===== config.mk =====
export PLATFORM = sky130hd
export DESIGN_NAME = imm_encoder
export DESIGN_NICKNAME = d
export VERILOG_FILES = /design/src/rtl/imm_encoder_pkg.sv /design/src/rtl/imm_encoder_pack.sv /design/src/rtl/imm_encoder.sv
export SDC_FILE = /design/constraint.sdc
export NUM_CORES = 1
export LEC_CHECK = 0
export CAP_MARGIN = 20
export CORE_ASPECT_RATIO = 0.8
export CORE_MARGIN = 5
export CORE_UTILIZATION = 35
export DETAILED_ROUTE_END_ITERATION = 7
export PLACE_DENSITY_LB_ADDON = 0.08
export SYNTH_ARGS = -nofsm -noshare
export SYNTH_HDL_FRONTEND = slang
export SYNTH_HIERARCHICAL = 1
export SYNTH_SLANG_ARGS = --single-unit
export TNS_END_PERCENT = 50

===== constraint.sdc =====
create_clock -name clk -period 1.8 [get_ports clk]
set_clock_uncertainty 0.05 [all_clocks]
set_input_delay 0.45 -clock clk [delete_from_list [all_inputs] [get_ports clk]]
set_output_delay 0.45 -clock clk [all_outputs]
set_load 0.005 [all_outputs]

===== src/rtl/imm_encoder_pkg.sv =====
// Shared RV32I immediate-format codes and the encoder FSM state type.
// Also used by the decode-stage extractor and the control decoder.
package imm_encoder_pkg;

    localparam logic [2:0] IMM_I = 3'b000;
    localparam logic [2:0] IMM_S = 3'b001;
    localparam logic [2:0] IMM_B = 3'b010;
    localparam logic [2:0] IMM_J = 3'b011;
    localparam logic [2:0] IMM_U = 3'b100;

    localparam logic [1:0] LAST_BEAT = 2'd3;

    typedef enum logic {
        IDLE = 1'b0,
        SEND = 1'b1
    } enc_state_t;

    // True when every bit of v from position msb down to lsb equals v[msb].
    function automatic logic all_same(input logic [31:0] v, input int msb, input int lsb);
        logic same;
        same = 1'b1;
        for (int i = lsb; i < msb; i++) begin
            if (v[i] != v[msb]) same = 1'b0;
        end
        return same;
    endfunction

endpackage


===== src/rtl/imm_encoder_pack.sv =====
// Combinational immediate packer: range-checks an immediate for the selected
// RV32I format and scatters it into a base instruction word.
module imm_pack
    import imm_encoder_pkg::*;
(
    input  logic [31:0] base,
    input  logic [2:0]  src,
    input  logic [31:0] imm,
    output logic [31:0] word,
    output logic        legal
);

    // NOTE: every output gets a default before the case, so no path leaves
    // a value unassigned and no latch is inferred.
    always_comb begin
        word  = base;
        legal = 1'b0;
        case (src)
            IMM_I: begin
                legal       = all_same(imm, 31, 11);
                word[31:20] = imm[11:0];
            end
            IMM_S: begin
                legal       = all_same(imm, 31, 11);
                word[31:25] = imm[11:5];
                word[11:7]  = imm[4:0];
            end
            IMM_B: begin
                legal       = all_same(imm, 31, 12) && !imm[0];
                word[31]    = imm[12];
                word[30:25] = imm[10:5];
                word[11:8]  = imm[4:1];
                word[7]     = imm[11];
            end
            IMM_J: begin
                legal       = all_same(imm, 31, 20) && !imm[0];
                word[31]    = imm[20];
                word[30:21] = imm[10:1];
                word[20]    = imm[11];
                word[19:12] = imm[19:12];
            end
            IMM_U: begin
                legal       = (imm[11:0] == 12'h000);
                word[31:12] = imm[31:12];
            end
            default: begin
                legal = 1'b0;
            end
        endcase
    end

endmodule


===== src/rtl/imm_encoder.sv =====
// Immediate encoder: accepts (base, format, immediate), packs the instruction
// and streams it out as four little-endian bytes over a valid/ready port.
module imm_encoder
    import imm_encoder_pkg::*;
(
    input  logic        clk,
    input  logic        rst_n,
    input  logic        in_valid,
    output logic        in_ready,
    input  logic [31:0] in_base,
    input  logic [2:0]  in_src,
    input  logic [31:0] in_imm,
    output logic        out_valid,
    input  logic        out_ready,
    output logic [7:0]  out_data,
    output logic        out_last,
    output logic        err
);

    enc_state_t  state_q, state_d;
    logic [1:0]  beat_q, beat_d, beat_next;
    logic [31:0] word_q, word_d;
    logic        out_valid_d, out_last_d, err_d;
    logic [7:0]  out_data_d;

    logic [31:0] pack_word;
    logic        pack_legal;
    logic        take, hs;

    imm_pack u_pack (
        .base  (in_base),
        .src   (in_src),
        .imm   (in_imm),
        .word  (pack_word),
        .legal (pack_legal)
    );

    assign in_ready  = (state_q == IDLE);
    assign take      = in_valid && in_ready;
    assign hs        = out_valid && out_ready;
    assign beat_next = beat_q + 2'd1;

    // NOTE: sequential state uses non-blocking assignments only, so every
    // register samples pre-edge values regardless of statement order.
    // The word register is reset too, keeping out_data deterministic.
    always_ff @(posedge clk or negedge rst_n) begin
        if (!rst_n) begin
            state_q   <= IDLE;
            beat_q    <= 2'd0;
            word_q    <= 32'h0;
            out_valid <= 1'b0;
            out_data  <= 8'h00;
            out_last  <= 1'b0;
            err       <= 1'b0;
        end else begin
            state_q   <= state_d;
            beat_q    <= beat_d;
            word_q    <= word_d;
            out_valid <= out_valid_d;
            out_data  <= out_data_d;
            out_last  <= out_last_d;
            err       <= err_d;
        end
    end

    always_comb begin
        state_d = state_q;
        case (state_q)
            IDLE:    if (take && pack_legal) state_d = SEND;
            SEND:    if (hs && beat_q == LAST_BEAT) state_d = IDLE;
            default: state_d = IDLE;
        endcase
    end

    // Registered output values; everything holds unless a transfer or a
    // byte handshake moves it.
    always_comb begin
        beat_d      = beat_q;
        word_d      = word_q;
        out_valid_d = out_valid;
        out_data_d  = out_data;
        out_last_d  = out_last;
        err_d       = 1'b0;
        case (state_q)
            IDLE: begin
                if (take) begin
                    if (pack_legal) begin
                        word_d      = pack_word;
                        beat_d      = 2'd0;
                        out_valid_d = 1'b1;
                        out_data_d  = pack_word[7:0];
                        out_last_d  = 1'b0;
                    end else begin
                        err_d = 1'b1;
                    end
                end
            end
            SEND: begin
                if (hs) begin
                    if (beat_q == LAST_BEAT) begin
                        out_valid_d = 1'b0;
                        out_data_d  = 8'h00;
                        out_last_d  = 1'b0;
                    end else begin
                        beat_d     = beat_next;
                        out_data_d = word_q[{beat_next, 3'b000} +: 8];
                        out_last_d = (beat_next == LAST_BEAT);
                    end
                end
            end
            default: begin
                out_valid_d = 1'b0;
            end
        endcase
    end

endmodule


==> results of run 1 <==
worst reg2reg max path, stage by stage (launching register included):
cell	delay (ps)
dfrtp_1	400
ha_1	460
buf_4	230
mux4_2	310
a22oi_1	210
a21oi_2	80
cells in the final DEF, fill, tap and decap left out, drive strengths merged, types with 2 or more instances in the layout:
master         instances
dfrtp                 46
nand3                  4
o21ai                  8
a2bb2oi                2
a31oi                  8
nor2b                  6
nor2                  26
a22oi                  4
nor3                  11
inv                    4
dlymetal6s2s          17
nand3b                 2
and3                   3
nor4                   7
buf                   68
nand4                  5
mux4                   4
o21bai                 4
mux2i                  6
a21oi                 17
mux2                  54
clkdlybuf4s50         56
a22o                   4
ha                     3
a32oi                  2
nand2                 13
clkbuf                10
o22ai                  4
nor3b                  3
timing repair:
| item | 4_1_cts | 5_1_grt |
|---|---|---|
| gates cloned | 2 | 0 |
| gates resized for setup | 46 | 42 |
| setup endpoints to repair | 47 | 46 |
| pin swaps | 7 | 13 |
| setup buffers | 5 | 0 |
state kept, by name (all words and copies together), names as in the netlist:
signal	cells
state_q	1
out_data	8
err	1
out_last	1
beat_q	2
word_q	32
out_valid	1
layout make-up:
cell class / count / area share [%]
Timing Repair Buffer: 145 / 30.5
Sequential cell: 46 / 25.3
Inverter: 5 / 0.441
Clock buffer: 7 / 1.68
Multi-Input combinational cell: 210 / 39.0
Tap cell: 112 / 3.09
layer usage:
metal | global-route usage (%) | up-vias | part of all wire (%)
li1 | - | 1313 | -
met2 | 29.7 | 60 | 47
met1 | 26.1 | 1307 | 47
met5 | 0 | - | 0
met4 | 3.30 | 0 | 0.83
met3 | 3.56 | 8 | 4.9
worst max path at each step:
stage / slack [ps] / end
2_1_floorplan: -610 / word_q[0]
3_3_place_gp: -1200 / out_data[6]
3_5_place_dp: -1290 / out_data[6]
4_1_cts: -720 / word_q[22]
5_1_grt: -530 / word_q[22]
6_report: -470 / word_q[22]
report_power, final:
group / internal, mW / switching [mW]
sequential: 1.03 / 0.0000213
combinational: 0.268 / 0.184
clock: 0.268 / 0.339
logic make-up (layout without fill, tap and decap cells):
kind of cell | after synthesis | in the layout | synth area share, %
flip-flops | 46 | 46 | 38.9
buffers and inverters | 31 | 157 | 5.71
AO/OA/AOI/OAI | 57 | 57 | 12.9
adder cells (fa/ha/maj) | 3 | 3 | 1.27
AND/OR/NAND/NOR | 84 | 84 | 14.8
multiplexers | 64 | 64 | 25.8
XOR/XNOR | 2 | 2 | 0.592
==> impl_results.md, run 1 <==
* Post-route cell area at 4540 um^2
* Reg area at roughly 1200 um^2
* Die Y at slightly above 90 um
* Final Hold Viols at 0
* Yosys reg bits at 46
* WP data required at 1930 ps
* Critical Path Fanout Max at 7
* Root Driver: clkbuf_8
* Remaining DRCs at 0
* Gr usage total at a little under a fifth
* Area delta synth->final at 53.6%
* Max transition margin at about three quarters
* Critical R2R Launch: beat_q[1]
* Clock sinks at between 40 and 50
* Mapped cell area at between 2000 and 3000 um^2
* Setup ws final at -466 ps
* CTS Buf Count at 5
* CTS tree: built
* Die area at between 10,000 and 15,000 um^2
* Largest net degree at the start of global routing at 47
* Worst path cell trace: buf_6 -> or4_4 -> nor4_4 -> o221ai_2 -> o211ai_2 -> and3b_2 -> buf_6 -> buf_12 -> mux2_4
* Buffers on Ports at 82
* Antenna Cells at 0
* Final #Nets at slightly below 500
* Number of flops mapped to enable cells by yosys at 0
* Fin crit share at 126%
* Worst hold slack at 66.3 ps
* Most frequent CP cell: buf_6
* # setup viols final at 43
* Achievable frequency at roughly 440 MHz
* WL final at about 9400 um
* Setup TNS at -17,680 ps
* CP Depth at 9
* CP Class: primary input to register
* Most common cell in the netlist: mux2_2
* Final HPWL DP at 7290 um
* Ys Warns at 6
* CTS Buffer Depth at 2
* Via density at ~5.1
* CTS H-tree lvls at 2
* Worst-skew pair later-pin latency at about 310 ps
* Synthesized Nets at ~360
* # fillers at just under 800
* Antenna viol nets, final at 0
* Critical Path Max Stage Delay at around 540 ps
* IO Count at just over 80
* Vias in the first global route at ~2,800
* Power per Cell Area at approximately 460 nW/um^2
* Post-synth top cells: 53 x mux2_2, 46 x dfrtp_1, 26 x nor2_1
* Tightest Pin Transition at roughly 380 ps
* First-pass GRT wire length at 15,100 um
* CP endpoint kind: register
* Inst Count DP at just over 500
* Share of cells above drive strength 1 at a little under two fifths
* Period minus WS final at ~2300 ps
* Outcome: finished, violations left
* Synth Flop Type: dfrtp_1
* 1st-pass router iterations at 5
* Area of the multi-input gates at roughly 1800 um^2
* Dpl cell area at between 4000 and 5000 um^2
* Distinct cells, synth at 46
* Startpoint Class: primary input
* Asr flop ratio synth at 100%
* Die W at between 100 and 150 um
* Maximum VDD drop at roughly 0.25 mV
* Yosys top cell by area: dfrtp_1
* Hold buffer count at CTS at 0
* Bufs and invs on worst path at 3
* Top delay family on crit path: simple AND/OR/NAND/NOR gates
* Clk slew on worst S/H paths at about 90 ps
* Mapped Cells at between 200 and 300
* Final Util at a little over half
* Top cells by area, synth: dfrtp_1 39%, mux2_2 20%, nor2_1 3.3%
* Crit path from: in_imm[14]
* Failing checks: negative setup slack
* Starting Density at 35.3%
* Design Power at 2.09 mW
* Worst path arrival time at ~2400 ps
* RSZ-0062 raised after global routing: yes
* Fin. max-slew vios at 0
* Worst path slowest cell: or4_4
* Leak Pwr at between 2 and 2.5 nW
* Initial antenna violation count at 0
* Maxcap violations at 0
* Hold WC Path Type: primary input to async pin
* Post-Syn Area per Cell at a little over 10 um^2
* Drt wl/cell at ~18 um
* RePlAce Congestion at about 0.85
* Post-synthesis sequential area ratio at a little under 40%
* Post-Layout Cell Count at about 530
* Initial DRC Count at 84
* Pre-CTS setup slack at -1290 ps
* Yosys top cell area share at 38.9%
* Gr ovfl total at 0
* R2R Path End: out_data[2]
* R2R cell count at 5
* Reg-to-reg slack, setup at -60 ps
* CORE AREA at ~8400 um^2
* Routed via count at roughly 2,700
* Row cnt at 30
No activity file was read; power rests on OpenSTA's default activity.
==> run 2: changes to the inputs <==
==> constraint.sdc (replaced) <==
create_clock -name clk -period 1.8 [get_ports clk]
set_clock_uncertainty 0.05 [all_clocks]
set_input_delay 0.18 -clock clk [delete_from_list [all_inputs] [get_ports clk]]
set_output_delay 0.18 -clock clk [all_outputs]
set_load 0.005 [all_outputs]
==> impl_results.md, run 2 (synthesis results as in run 1) <==
* Fin. max-slew vios at 0
* Drt wl/cell at 18.6 um
* CTS Buf Count at 5
* Initial antenna violation count at 0
* CP endpoint kind: register
* # setup viols final at between 40 and 50
* Final Hold Viols at 0
* Power per Cell Area at 436 nW/um^2
* Max FFs per register at 32
* CTS H-tree lvls at 2
* IO Count at 83
* Failing checks: negative setup slack
* Outcome: finished, violations left
* Sw frac at a little over a quarter
* Via density at 5.22
* Leak Pwr at 2.25 nW
* Share of cells above drive strength 1 at 40.9%
* 1st-pass router iterations at 4
* Clk slew on worst S/H paths at 90 ps
* Area of the multi-input gates at 1900 um^2
* Final #Nets at ~500
* Achievable frequency at between 400 and 500 MHz
* Starting Density at 35.3%
* CTS Buffer Depth at 2
* RSZ-0062 raised after global routing: yes
* Worst path arrival time at roughly 2200 ps
* Clock share of power at 29.7%
* WP data required at roughly 1900 ps
* CORE AREA at approximately 8400 um^2
* Largest net degree at the start of global routing at 47
* Max transition margin at 60.9%
* First-pass GRT wire length at about 15,000 um
* Vias in the first global route at ~2,900
* Row cnt at 30
* Gr usage total at approximately a fifth
* Most common cell after layout, fill and taps aside: clkdlybuf4s50_1
* Clock sinks at 46
* Antenna Cells at 0
* Most flops, register: word_q
* Maximum VDD drop at between 0.3 and 0.4 mV
* P_int at approximately 1.6 mW
* Antenna viol nets, final at 0
* Die Y at between 90 and 100 um
* Period minus WS final at between 2000 and 2500 ps
* Initial DRC Count at 122
* Root Driver: clkbuf_8
* Area delta synth->final at 65.2%
* Tightest Pin Transition at just under 600 ps
* WL final at 9950 um
* RePlAce Congestion at 0.811
* Worst-skew pair later-pin latency at ~300 ps
* Buffers on Ports at between 80 and 90
* Setup ws final at -271 ps
* CP Class: primary input to register
* Most frequent cells in the layout: 55 x clkdlybuf4s50_1, 53 x buf_4, 46 x dfrtp_1, 28 x mux2_2, 26 x nor2_1
* CTS tree: built
* Fin crit share at 115%
* Final HPWL DP at about 7100 um
* Critical Path Fanout Max at 8
* Remaining DRCs at 0
* Maxcap violations at 0
* Gr ovfl total at 0
* Die area at approximately 10,000 um^2
* Design Power at ~2.1 mW
* # fillers at approximately 740
* Net switching power at approximately 0.55 mW
* Startpoint Class: primary input
* Routed via count at around 2,800
* Seq pwr share at 48.5%
* Die W at around 110 um
* Reg area at 1150 um^2
* Hold WC Path Type: primary input to register
* Final Util at between 50 and 60%
* Biggest regs: word_q x32, out_data x8, beat_q x2
* Logic pwr share at a little over a fifth
* Setup TNS at -9730 ps
-- run 2: changes by cell type in the layout (fill, tap and decap cells not counted), moves of 2 or more --
cell	before	now
buf_12	5	9
clkbuf_1	2	0
o21ai_1	2	0
buf_8	0	2
nor3_1	8	5
clkinvlp_4	0	2
buf_16	0	2
mux2_4	14	25
clkinv_1	0	2
a31oi_1	7	4
a31oi_4	0	4
mux2_2	39	28
nor3_2	3	5
-- run 2: through the flow --
| stage | area, um^2 | worst slack (ps) | cells | hold WS, ps |
|---|---|---|---|---|
| floorplan | 2990 | -339 | 287 | -166 |
| global placement | 4230 | -949 | 512 | 254 |
| detailed placement | 4230 | -992 | 512 | 254 |
| CTS | 4760 | -497 | 536 | 287 |
| global route | 4890 | -350 | 535 | 200 |
| finish | 4890 | -271 | 535 | 203 |
-- run 2: layer usage --
metal  global-route usage [%]  part of all wire (%)  up-vias
li1                         -                     -     1335
met1                     27.0                    48     1388
met2                     30.2                    47       62
met3                     3.23                   3.8       10
met4                     4.70                   1.5        0
met5                        0                     0        -
-- run 2: repair_timing --
action                                  CTS  global route
gates cloned                              6             0
buffers inserted                         10             3
endpoints found under the setup margin   45            43
hold buffers                              1             0
hold endpoints to repair                 46             0
pin swaps                                 6            12
gates resized for setup                  67            55
-- run 2: final timing paths --
kind	startpoint	to	slack [ps]	cells after the start
hold / removal	in_imm[13]	word_q[13]	200	3
setup / recovery	in_imm[22]	word_q[15]	-270	10
min in group asynchronous	rst_n	word_q[21]	440	3
max in group asynchronous	rst_n	out_data[3]	860	3
setup reg to reg	beat_q[0]	out_data[7]	-110	5
hold reg to reg	word_q[5]	word_q[5]	460	1
-- run 2: layout make-up --
class,count,share of cell area [%]
inverters,5,0.384
multi-input cells,210,38.9
flip-flops and latches,46,23.6
clock inverters,2,0.307
well taps,112,2.87
clock buffers,5,1.41
repair buffers,155,32.6
-- run 2: power groups by stage --
| stage | Sequential (mW) | Clock, mW | Combinational [mW] |
|---|---|---|---|
| 2_1_floorplan | 1.05 | 0 | 0.149 |
| 3_3_place_gp | 1.05 | 0 | 0.444 |
| 3_5_place_dp | 1.05 | 0 | 0.445 |
| 4_1_cts | 1.03 | 0.639 | 0.462 |
| 5_1_grt | 1.03 | 0.687 | 0.500 |
| 6_report | 1.03 | 0.633 | 0.463 |
-- run 2: worst max-delay path: stages --
cell and delay [ps]:
dlygate4sd2_1 270, nor4_1 360, and3_4 250, nor2_1 50, o211ai_2 180, and3b_2 240, buf_12 110, buf_12 120
buf_16 140, mux2_4 300
==> run 3: changes to the inputs <==
--- a/config.mk
+++ b/config.mk
@@ -11,6 +11,7 @@
 export CORE_UTILIZATION = 35
 export DETAILED_ROUTE_END_ITERATION = 7
 export PLACE_DENSITY_LB_ADDON = 0.08
+export SETUP_SLACK_MARGIN = 0.3
 export SYNTH_ARGS = -nofsm -noshare
 export SYNTH_HDL_FRONTEND = slang
 export SYNTH_HIERARCHICAL = 1
==> impl_results.md, run 3 (synthesis results as in run 1) <==
* Remaining DRCs at 0
* Biggest regs: word_q x32, out_data x8, beat_q x2
* CTS tree: built
* Gr usage total at a little under a fifth
* Antenna viol nets, final at 0
* CTS Buffer Depth at 2
* Achievable frequency at around 460 MHz
* Routed via count at 2,768
* First-pass GRT wire length at roughly 15,000 um
* CORE AREA at 8370 um^2
* IO Count at between 80 and 90
* Fin crit share at 120%
* Outcome: finished, violations left
* Vias in the first global route at roughly 2,900
* Max transition margin at between 60% and 70%
* Gr ovfl total at 0
* Die Y at just over 90 um
* Initial DRC Count at 111
* Inst Count DP at between 500 and 600
* Final #Nets at 501
* Max FFs per register at 32
* Power per Cell Area at between 400 and 500 nW/um^2
* Design Power at between 2 and 2.5 mW
* 1st-pass router iterations at 4
* WP data required at just under 2000 ps
* Maxcap violations at 0
* Clk slew on worst S/H paths at roughly 90 ps
* Starting Density at 35.3%
* Most common cell after layout, fill and taps aside: buf_4
* WL final at ~10000 um
* Most frequent cells in the layout: 52 x buf_4, 51 x clkdlybuf4s50_1, 45 x dfrtp_1, 29 x mux2_2, 26 x nor2_1
* Hold Path End: word_q[13]
* Die W at between 100 and 150 um
* Root Driver: clkbuf_8
* Period minus WS final at around 2200 ps
* RePlAce Congestion at 0.811
* Final Hold Viols at 0
* # setup viols final at 43
* Setup ws final at -356 ps
* Worst-skew pair later-pin latency at a little over 300 ps
* Maximum VDD drop at 0.338 mV
* Worst hold start: in_imm[13]
* CP Class: primary input to register
* Clock sinks at 46
* Failing checks: negative setup slack
* Reg-to-reg slack, setup at -120 ps
* Die area at between 10,000 and 15,000 um^2
* Share of cells above drive strength 1 at about two fifths
* Largest net degree at the start of global routing at 47
* R2R Path End: out_data[7]
* Initial antenna violation count at 0
* Worst path arrival time at between 2000 and 2500 ps
* Post-Layout Cell Count at about 540
* Fin. max-slew vios at 0
* Leak Pwr at between 2 and 2.5 nW
* Via density at a little over 5
* RSZ-0062 raised after global routing: yes
* Area delta synth->final at 67.8%
* CTS Buf Count at 5
* CTS H-tree lvls at 2
* Buffers on Ports at just over 80
* Critical R2R Launch: beat_q[0]
* Hold depth at 3
* CP endpoint kind: register
* Tightest Pin Transition at just under 600 ps
* Hold WC Path Type: primary input to register
* Critical Path Fanout Max at 8
* Startpoint Class: primary input
* Row cnt at 30
* R2R cell count at 5
* Final HPWL DP at between 7000 and 8000 um
* Antenna Cells at 0
* Drt wl/cell at roughly 19 um
* Most flops, register: word_q
-- run 3: cell types whose count changed in the layout (fill, tap and decap cells not counted), moves of 2 or more --
cell,previous run,this run
clkdlybuf4s50_1,55,51
a31oi_1,4,6
dlymetal6s2s_1,16,19
buf_8,2,0
a31oi_4,4,2
buf_6,7,10
buf_16,2,5
-- run 3: power by group --
group	total, mW	internal [mW]	switching (mW)
Clock	0.641	0.266	0.375
Sequential	1.03	1.03	0.0000235
Combinational	0.461	0.276	0.185
-- run 3: metal layers --
metal | routed length [um] | share of wire [%] | vias up | track usage (%)
met5 | 0 | 0 | - | 0
met4 | 133 | 1.3 | 0 | 4.70
met3 | 332 | 3.3 | 8 | 3.23
met2 | 4700 | 47 | 52 | 30.2
met1 | 4810 | 48 | 1367 | 27.0
li1 | - | - | 1341 | -
-- run 3: repair_timing --
item,in CTS,in global routing
pin swaps,6,10
hold buffers,1,0
cloned,6,0
buffers inserted,10,3
hold endpoints to repair,46,0
resized for setup,71,51
setup endpoints to repair,47,48
-- run 3: per-stage QoR --
stage          setup TNS, ps  utilization, %  hold slack (ps)  instance area (um^2)  setup WS [ps]
2_1_floorplan         -13160               -             -166                  2990           -339
3_3_place_gp          -39380            50.5              254                  4230           -949
3_5_place_dp          -41050            50.5              254                  4230           -992
4_1_cts               -17690            56.9              287                  4760           -497
5_1_grt               -15380            59.3              195                  4960           -429
6_report              -12060            59.3              196                  4960           -356
-- run 3: area by class of cell --
cell class | instances | area, um^2
Clock buffer | 5 | 68.8
Clock inverter | 2 | 15.0
Fill cell | 725 | 3410
Inverter | 5 | 18.8
Multi-Input combinational cell | 210 | 1870
Sequential cell | 46 | 1150
Tap cell | 112 | 140
Timing Repair Buffer | 159 | 1700
-- run 3: worst max-delay path by stage --
stage	depth (start not counted)	from	endpoint	slack (ps)
after floorplan	8	in_imm[14]	word_q[0]	-340
after global placement	10	in_imm[14]	out_data[6]	-950
after detailed placement	10	in_imm[14]	out_data[6]	-990
after CTS	11	in_imm[17]	word_q[27]	-500
after global routing	13	in_imm[17]	out_data[4]	-430
final	11	in_imm[22]	word_q[17]	-360
-- run 3: critical path, stage by stage --
cell	delay, ps
dlygate4sd2_1	270
nor4_1	360
and3_4	250
nor2_1	50
o211ai_2	180
and3b_2	240
buf_12	110
buf_12	110
buf_6	100
buf_16	130
mux2_4	300
